$ cat src/rtl/mdu_div_sched.sv
// mdu_div_sched: round-robin scheduler sharing one iterative divider between two issue pipes.
// Accepts one operation at a time, tracks divider busy, and holds the tagged result for writeback.
`ifndef _MDU_DIV
`define _MDU_DIV  3'd4
`endif
`ifndef _MDU_DIVU
`define _MDU_DIVU 3'd5
`endif
`ifndef _MDU_MOD
`define _MDU_MOD  3'd6
`endif
`ifndef _MDU_MODU
`define _MDU_MODU 3'd7
`endif
`ifndef ARF_WIDTH
`define ARF_WIDTH 5
`endif

module mdu_div_sched #(
  parameter int DATA_W = 32,
  parameter int SRC_N  = 2
) (
  input  logic                                clk,
  input  logic                                rst,
  input  logic                                flush,
  input  logic [SRC_N-1:0]                    req_valid_i,
  output logic [SRC_N-1:0]                    req_ready_o,
  input  logic [SRC_N-1:0][2:0]               req_op_i,
  input  logic [SRC_N-1:0][DATA_W-1:0]        req_data0_i,
  input  logic [SRC_N-1:0][DATA_W-1:0]        req_data1_i,
  input  logic [SRC_N-1:0][`ARF_WIDTH-1:0]    req_wid_i,
  output logic                                div_start_o,
  output logic [DATA_W-1:0]                   div_num0_o,
  output logic [DATA_W-1:0]                   div_num1_o,
  output logic                                div_sign_o,
  input  logic                                div_busy_i,
  input  logic [DATA_W-1:0]                   div_div_res_i,
  input  logic [DATA_W-1:0]                   div_mod_res_i,
  output logic                                res_valid_o,
  input  logic                                res_ready_i,
  output logic [DATA_W-1:0]                   res_data_o,
  output logic [`ARF_WIDTH-1:0]               res_wid_o,
  output logic                                res_src_o
);

  typedef enum logic [2:0] {
    S_IDLE  = 3'd0,
    S_START = 3'd1,
    S_WAIT  = 3'd2,
    S_DONE  = 3'd3,
    S_DRAIN = 3'd4
  } state_t;

  state_t                  state_r, state_s;
  logic [2:0]              op_r;
  logic [DATA_W-1:0]       num0_r, num1_r, res_data_r;
  logic [`ARF_WIDTH-1:0]   wid_r;
  logic                    src_r, last_grant_r, sign_r;
  logic                    grant_s, accept_s, latch_res_s;
  logic [DATA_W-1:0]       res_sel_s;

  function automatic logic is_signed_op(input logic [2:0] op);
    return (op == `_MDU_DIV) || (op == `_MDU_MOD);
  endfunction

  function automatic logic is_quot_op(input logic [2:0] op);
    return (op == `_MDU_DIV) || (op == `_MDU_DIVU);
  endfunction

  // Round-robin pick: the port not granted last time wins a tie.
  always_comb begin
    grant_s = 1'b0;
    if (req_valid_i[0] && req_valid_i[1]) begin
      grant_s = ~last_grant_r;
    end else if (req_valid_i[1]) begin
      grant_s = 1'b1;
    end else begin
      grant_s = 1'b0;
    end
  end

  assign accept_s    = (state_r == S_IDLE) && !flush && (|req_valid_i);
  assign req_ready_o = accept_s ? (grant_s ? 2'b10 : 2'b01) : 2'b00;
  assign res_sel_s   = is_quot_op(op_r) ? div_div_res_i : div_mod_res_i;

  // Next-state and strobe decode; flush always outranks completion and handshake.
  always_comb begin
    state_s     = state_r;
    latch_res_s = 1'b0;
    div_start_o = 1'b0;
    res_valid_o = 1'b0;
    case (state_r)
      S_IDLE: begin
        if (accept_s) state_s = S_START;
        else          state_s = S_IDLE;
      end
      S_START: begin
        div_start_o = ~flush;
        if (flush) state_s = S_DRAIN;
        else       state_s = S_WAIT;
      end
      S_WAIT: begin
        if (flush) begin
          state_s = S_DRAIN;
        end else if (!div_busy_i) begin
          latch_res_s = 1'b1;
          state_s     = S_DONE;
        end else begin
          state_s = S_WAIT;
        end
      end
      S_DONE: begin
        res_valid_o = ~flush;
        if (flush)            state_s = S_IDLE;
        else if (res_ready_i) state_s = S_IDLE;
        else                  state_s = S_DONE;
      end
      S_DRAIN: begin
        // The divider cannot be aborted; let it finish before re-arbitrating.
        if (!div_busy_i) state_s = S_IDLE;
        else             state_s = S_DRAIN;
      end
      default: state_s = S_IDLE;
    endcase
  end

  // State, operand capture on accept, and result capture on completion.
  always_ff @(posedge clk) begin
    if (rst) begin
      state_r      <= S_IDLE;
      last_grant_r <= 1'b1;
      op_r         <= 3'd0;
      num0_r       <= '0;
      num1_r       <= '0;
      sign_r       <= 1'b0;
      wid_r        <= '0;
      src_r        <= 1'b0;
      res_data_r   <= '0;
    end else begin
      state_r <= state_s;
      if (accept_s) begin
        op_r         <= req_op_i[grant_s];
        num0_r       <= req_data0_i[grant_s];
        num1_r       <= req_data1_i[grant_s];
        sign_r       <= is_signed_op(req_op_i[grant_s]);
        wid_r        <= req_wid_i[grant_s];
        src_r        <= grant_s;
        last_grant_r <= grant_s;
      end
      if (latch_res_s) begin
        res_data_r <= res_sel_s;
      end
    end
  end

  assign div_num0_o = num0_r;
  assign div_num1_o = num1_r;
  assign div_sign_o = sign_r;
  assign res_data_o = res_data_r;
  assign res_wid_o  = wid_r;
  assign res_src_o  = src_r;

endmodule
$ cat config.mk
export PLATFORM = sky130hd
export DESIGN_NAME = mdu_div_sched
export DESIGN_NICKNAME = d
export VERILOG_FILES = /design/src/rtl/mdu_div_sched.sv
export SDC_FILE = /design/constraint.sdc
export NUM_CORES = 1
export LEC_CHECK = 0
export ABC_CLOCK_PERIOD_IN_PS = 3700
export CAP_MARGIN = 20
export CORE_MARGIN = 2
export CORE_UTILIZATION = 25
export DETAILED_ROUTE_END_ITERATION = 8
export GPL_ROUTABILITY_DRIVEN = 0
export PLACE_DENSITY = 0.59
export SLEW_MARGIN = 15
export SYNTH_ARGS = -nofsm -noshare
export SYNTH_HDL_FRONTEND = slang
export SYNTH_SLANG_ARGS = --single-unit
export TNS_END_PERCENT = 1
$ cat constraint.sdc
create_clock -name clk -period 3.7 [get_ports clk]
set_input_delay 0.74 -clock clk [delete_from_list [all_inputs] [get_ports clk]]
set_output_delay 0.74 -clock clk [all_outputs]
set_load 0.005 [all_outputs]
=== Word level (Yosys, flattened, before mapping) ===
Cells that the tools add are included.

* Logic and storage cells: 54
* Bits of input ports: 215
* Output and inout port bits: 107
* Flip-flop bits (word level): 110

* Magnitude comparators: 1
* Muxes and demuxes: 26
* Reductions and logical operators: 8
* Bitwise gates (word level): 2
* Equal/unequal tests: 8

{| class="wikitable"
|+ Operator list
! operator !! number
|-
| 32-bit 2-to-1 mux || 5
|-
| 3-bit == test (second input constant) || 5
|-
| 3-bit 2-to-1 mux || 5
|-
| 3-bit one-hot mux with 5 select lines || 1
|-
| 5-bit 2-to-1 mux || 2
|-
| 1-bit 2-to-1 mux || 9
|-
| 2-bit 2-to-1 mux || 4
|-
| 3-bit by 2-bit == test with 1-bit output (second input constant) || 2
|-
| 3-bit by 1-bit == test with 1-bit output (second input constant) || 1
|-
| 1-bit logical AND || 3
|-
| 3-bit logical NOT || 1
|-
| 1-bit logical OR || 2
|-
| 1-bit by 2-bit less-than comparator with 1-bit output (second input constant) || 1
|-
| 1-bit inverter || 2
|-
| 2-bit OR reduction || 1
|-
| 1-bit logical NOT || 1
|}

=== Longest topological paths before layout ===
* Word-level depth: 6
* Depth in mapped cells: 6
* Mapped depth without buffers: 3

=== Worst setup path after synthesis ===
OpenSTA, ideal clock, no wires.

* Path kind: in2out
* From: input req_valid_i[1]
* To: output req_ready_o[0]
* Slack: 1.261 ns
* Stages on the path: 5
* Buffers on the path: 3
* Data required time: 2.960 ns
* Arrival time: 1.699 ns
* Cell sequence: or2_2 > clkbuf_1 > buf_2 > buf_1 > and3_1

* Longest elaborated chain between the ends: 4
* Elaborated cells on any way between the ends: 7
* Those cells by class: 4 x mux; 3 x reduce/logical

{| class="wikitable"
|+ Ends and longest elaborated chain
! what !! line !! RTL
|-
| start: declaration || 26 || <nowiki>input logic [SRC_N-1:0] req_valid_i,</nowiki>
|-
| 1-bit 2-to-1 mux or 1-bit logical AND (tied branches) || 75, 73 ||
|-
| 1-bit 2-to-1 mux || 73 || <nowiki>if (req_valid_i[0] && req_valid_i[1]) begin</nowiki>
|-
| 2-bit 2-to-1 mux || 83 || <nowiki>assign req_ready_o = accept_s ? (grant_s ? 2'b10 : 2'b01) : 2'b00;</nowiki>
|-
| 2-bit 2-to-1 mux * || 83 ||
|-
| end: declaration || 27 || <nowiki>output logic [SRC_N-1:0] req_ready_o,</nowiki>
|}

Mark *: on every way between the ends. The rest lies on a longest branch, timed or not.

=== Worst setup path after layout ===
* From: input flush
* To: output req_ready_o[1]

* Longest elaborated chain between the ends: 4

{| class="wikitable"
|+ Ends and longest elaborated chain
! what !! line !! RTL
|-
| start: declaration || 25 || <nowiki>input logic flush,</nowiki>
|-
| 1-bit logical NOT || 82 || <nowiki>assign accept_s = (state_r == S_IDLE) && !flush && (|req_valid_i);</nowiki>
|-
| 1-bit logical AND (2 in series) || 82 ||
|-
| 2-bit 2-to-1 mux || 83 ||
|}

No other way between the ends.

==> impl_metrics.yaml <==
status:
  status: "finished, final reports clean"
drt:
  num_vias: 5429
  route.detailed.drc: 0
  routed_wl_um: 19400
  vias_per_cell: 5.07
  dr.pass1.iters: 5
  detail_route.wl_per_cell_um: 18.1
  initialDrtViolationCount: 224
  drtAntennaViolNets: 0
floorplan:
  fp.dieH_um: 146
  die_w_um: 146
  core_um2: 20000
  initial_core_util_pct: 25.2
  rows: 52
  die_area_um2: 21400
  num_io_pins: 322
setup_path:
  crit_chain: "clkdlybuf4s50_1, nor4_4, and3b_1, clkdlybuf4s50_1"
  end_kind: "primary output"
  crit_top_cell: "clkdlybuf4s50_1"
  cp.required_ns: 2.96
  rr_startpoint: "state_r[2]"
  slowest_stage: "clkdlybuf4s50_1"
  crit_path_max_incr_delay_ns: 0.58
  path_class: "input port to primary output"
  crit_start: "flush"
  worstPathArrival_ns: 2.43
  cp_max_fo: 4
  cp-start-kind: "input port"
clock_network:
  cts_sinks: 109
  clk_latency_ns: 0.35
  postCtsSetupRepairBufs: 0
  cts_resized: 0
  ctsHoldBuffers: 0
  cts_buffers: 9
  clk_pin_slew_ns: 0.07
  clock-root-buffer: "clkbuf_16"
  cts_tree: "done"
  h-tree-depth: 3
  clk_path_buf_depth: 2
logic_synthesis:
  synthCells: 532
  ys_ff_latch: 109
  syn_area_per_cell_um2: 9.50
  mappedNetlistArea_um2: 5060
  ys_async_sr_fraction_pct: 0
  synthTopCellsByArea: "dfxtp_1 (43%), o32ai_1 (12%), a211oi_1 (11%)"
  seq_area_frac_synth_pct: 43.2
  syn-num-nets: 747
  ys.flop_type: "dfxtp_1"
  netlist.area_leader.share_pct: 43.2
  synth_top_area_cell: "dfxtp_1"
  synth_edf_count: 0
  synth_cell_types: 32
  ys_warn_count: 0
timing:
  fmax_ghz: 0.316
  finalCritPeriodShare_pct: 85.6
  setup_viol_count_final: 0
  setup-tns-final_ns: 0
  maxSlewViolCount: 0
  worstMarginPinSlew_ns: 0.916
  min_period_ns: 3.17
  hold_violations: 0
  slew_headroom_pct: 38.9
  finClkSkew_ns: 0.00913
  rsz0062_at_grt: "no"
min_path:
  hold_start: "res_data_o[9]"
  worst_hold_path_type: "register to register"
grt:
  grt_max_degree: 83
  groute.usage.overall_pct: 17.8
  grt_pass1_wl_um: 30300
  grt_antenna_before_repair: 0
  grt_overflow_total: 0
  grt_pass1_vias: 5210
power:
  p_total_mw: 3.08
  power.leakage_nw: 2.97
  cellPowerDensity_nw_per_um2: 356
  vdd_drop_max_mv: 0.188
cells_and_area:
  n_antenna_cell: 0
  final_layout_size_suffix_gt1_share_pct: 4.74
  final_core_util_pct: 43.3
  fin_nets: 1011
  areaGrowthSynthToFinish_pct: 71.5
place:
  dp_hpwl_um: 13800
  place.port_buffers: 321
job:
  cap_violations: 0
[path summary, 6_finish.rpt]
kind / to / slack [ns] / cells after the start
worst max-delay path: req_ready_o[1] / 0.53 / 4
worst min-delay path: res_data_o[9] / 0.52 / 2
worst max register to register: div_sign_o / 1.22 / 5
worst min register to register: res_data_o[9] / 0.52 / 2
[cells in the final DEF (no fill, tap or decap), drive strengths merged]
cell           netlist  routed
clkdlybuf4s50        0     320
dfxtp              109     109
a21oi              105     105
o32ai               71      71
a211oi              71      71
a311oi              34      34
mux2i               33      33
buf                 36      14
clkbuf              45      10
inv                  2       5
nor2b                4       4
nand2                3       3
clkinv               0       3
or4                  2       2
nor4b                2       2
a21bo                1       1
nor4                 1       1
or2                  1       1
and3                 1       1
and3b                1       1
nor3                 1       1
nand2b               1       1
nor2                 1       1
a31oi                1       1
nand3                1       1
xor2                 1       1
nand3b               1       1
a21boi               1       1
o21ba                1       1
a211o                1       1
[stage by stage]
stage	setup WS, ns	area (um^2)	hold slack (ns)	cells
5_1_grt	0.457	8670	0.542	1071
3_3_place_gp	0.504	8400	0.504	1055
3_5_place_dp	0.517	8400	0.512	1055
4_1_cts	0.499	8670	0.522	1071
2_1_floorplan	1.26	5060	0.460	532
6_report	0.533	8670	0.520	1071
[critical path: cells and delay by family]
family        cells  cell delay [ns]
buf+inv           2             1.04
simple gates      2             0.65
[where the power goes]
group | internal (mW) | switching, mW | total [mW]
logic | 0.491 | 0.347 | 0.838
registers | 1.26 | 0.0491 | 1.31
clock network | 0.465 | 0.471 | 0.935
total | 2.22 | 0.867 | 3.08
[cells in the mapped netlist (2+ instances only)]
library cell and n:
nor2b_1 4, a21oi_1 105, mux2i_1 33, a211oi_1 71
clkbuf_1 45, buf_1 4, buf_4 7, nand2_1 3
buf_2 25, dfxtp_1 109, o32ai_1 71, a311oi_1 34
or4_1 2
[flip-flops by register name, indices dropped and copies added (netlist names)]
register and count:
div_num1_o 32, last_grant_r 1, res_wid_o 5, op_r 2
res_data_o 32, state_r 3, div_sign_o 1, div_num0_o 32
res_src_o 1
[cell families after synthesis]
family                    after synthesis  share of synthesized area, %
DFF                                   109                          43.2
xor gates and xnor gates                1                         0.173
muxes                                  33                          6.53
AOI/OAI and AO/OA                     286                          40.0
buffers and inverters                  83                          7.30
and+or+nand+nor                        20                          2.87
[area by class of cell]
cell class,count,area [um^2]
clock buffers,10,229
repair buffers,334,3350
clock inverters,6,45.0
flip-flops and latches,109,2180
fillers,1992,11400
well taps,270,338
inverters,2,7.51
multi-input cells,340,2520
[metal layers]
layer	global-route usage (%)	share of wire, %	vias to the layer above
met5	0	0	-
met4	5.49	1.6	0
met3	5.38	8.6	17
met2	28.5	46	237
met1	23.2	44	2474
li1	-	-	2701
(Power assumes the default switching activity.)
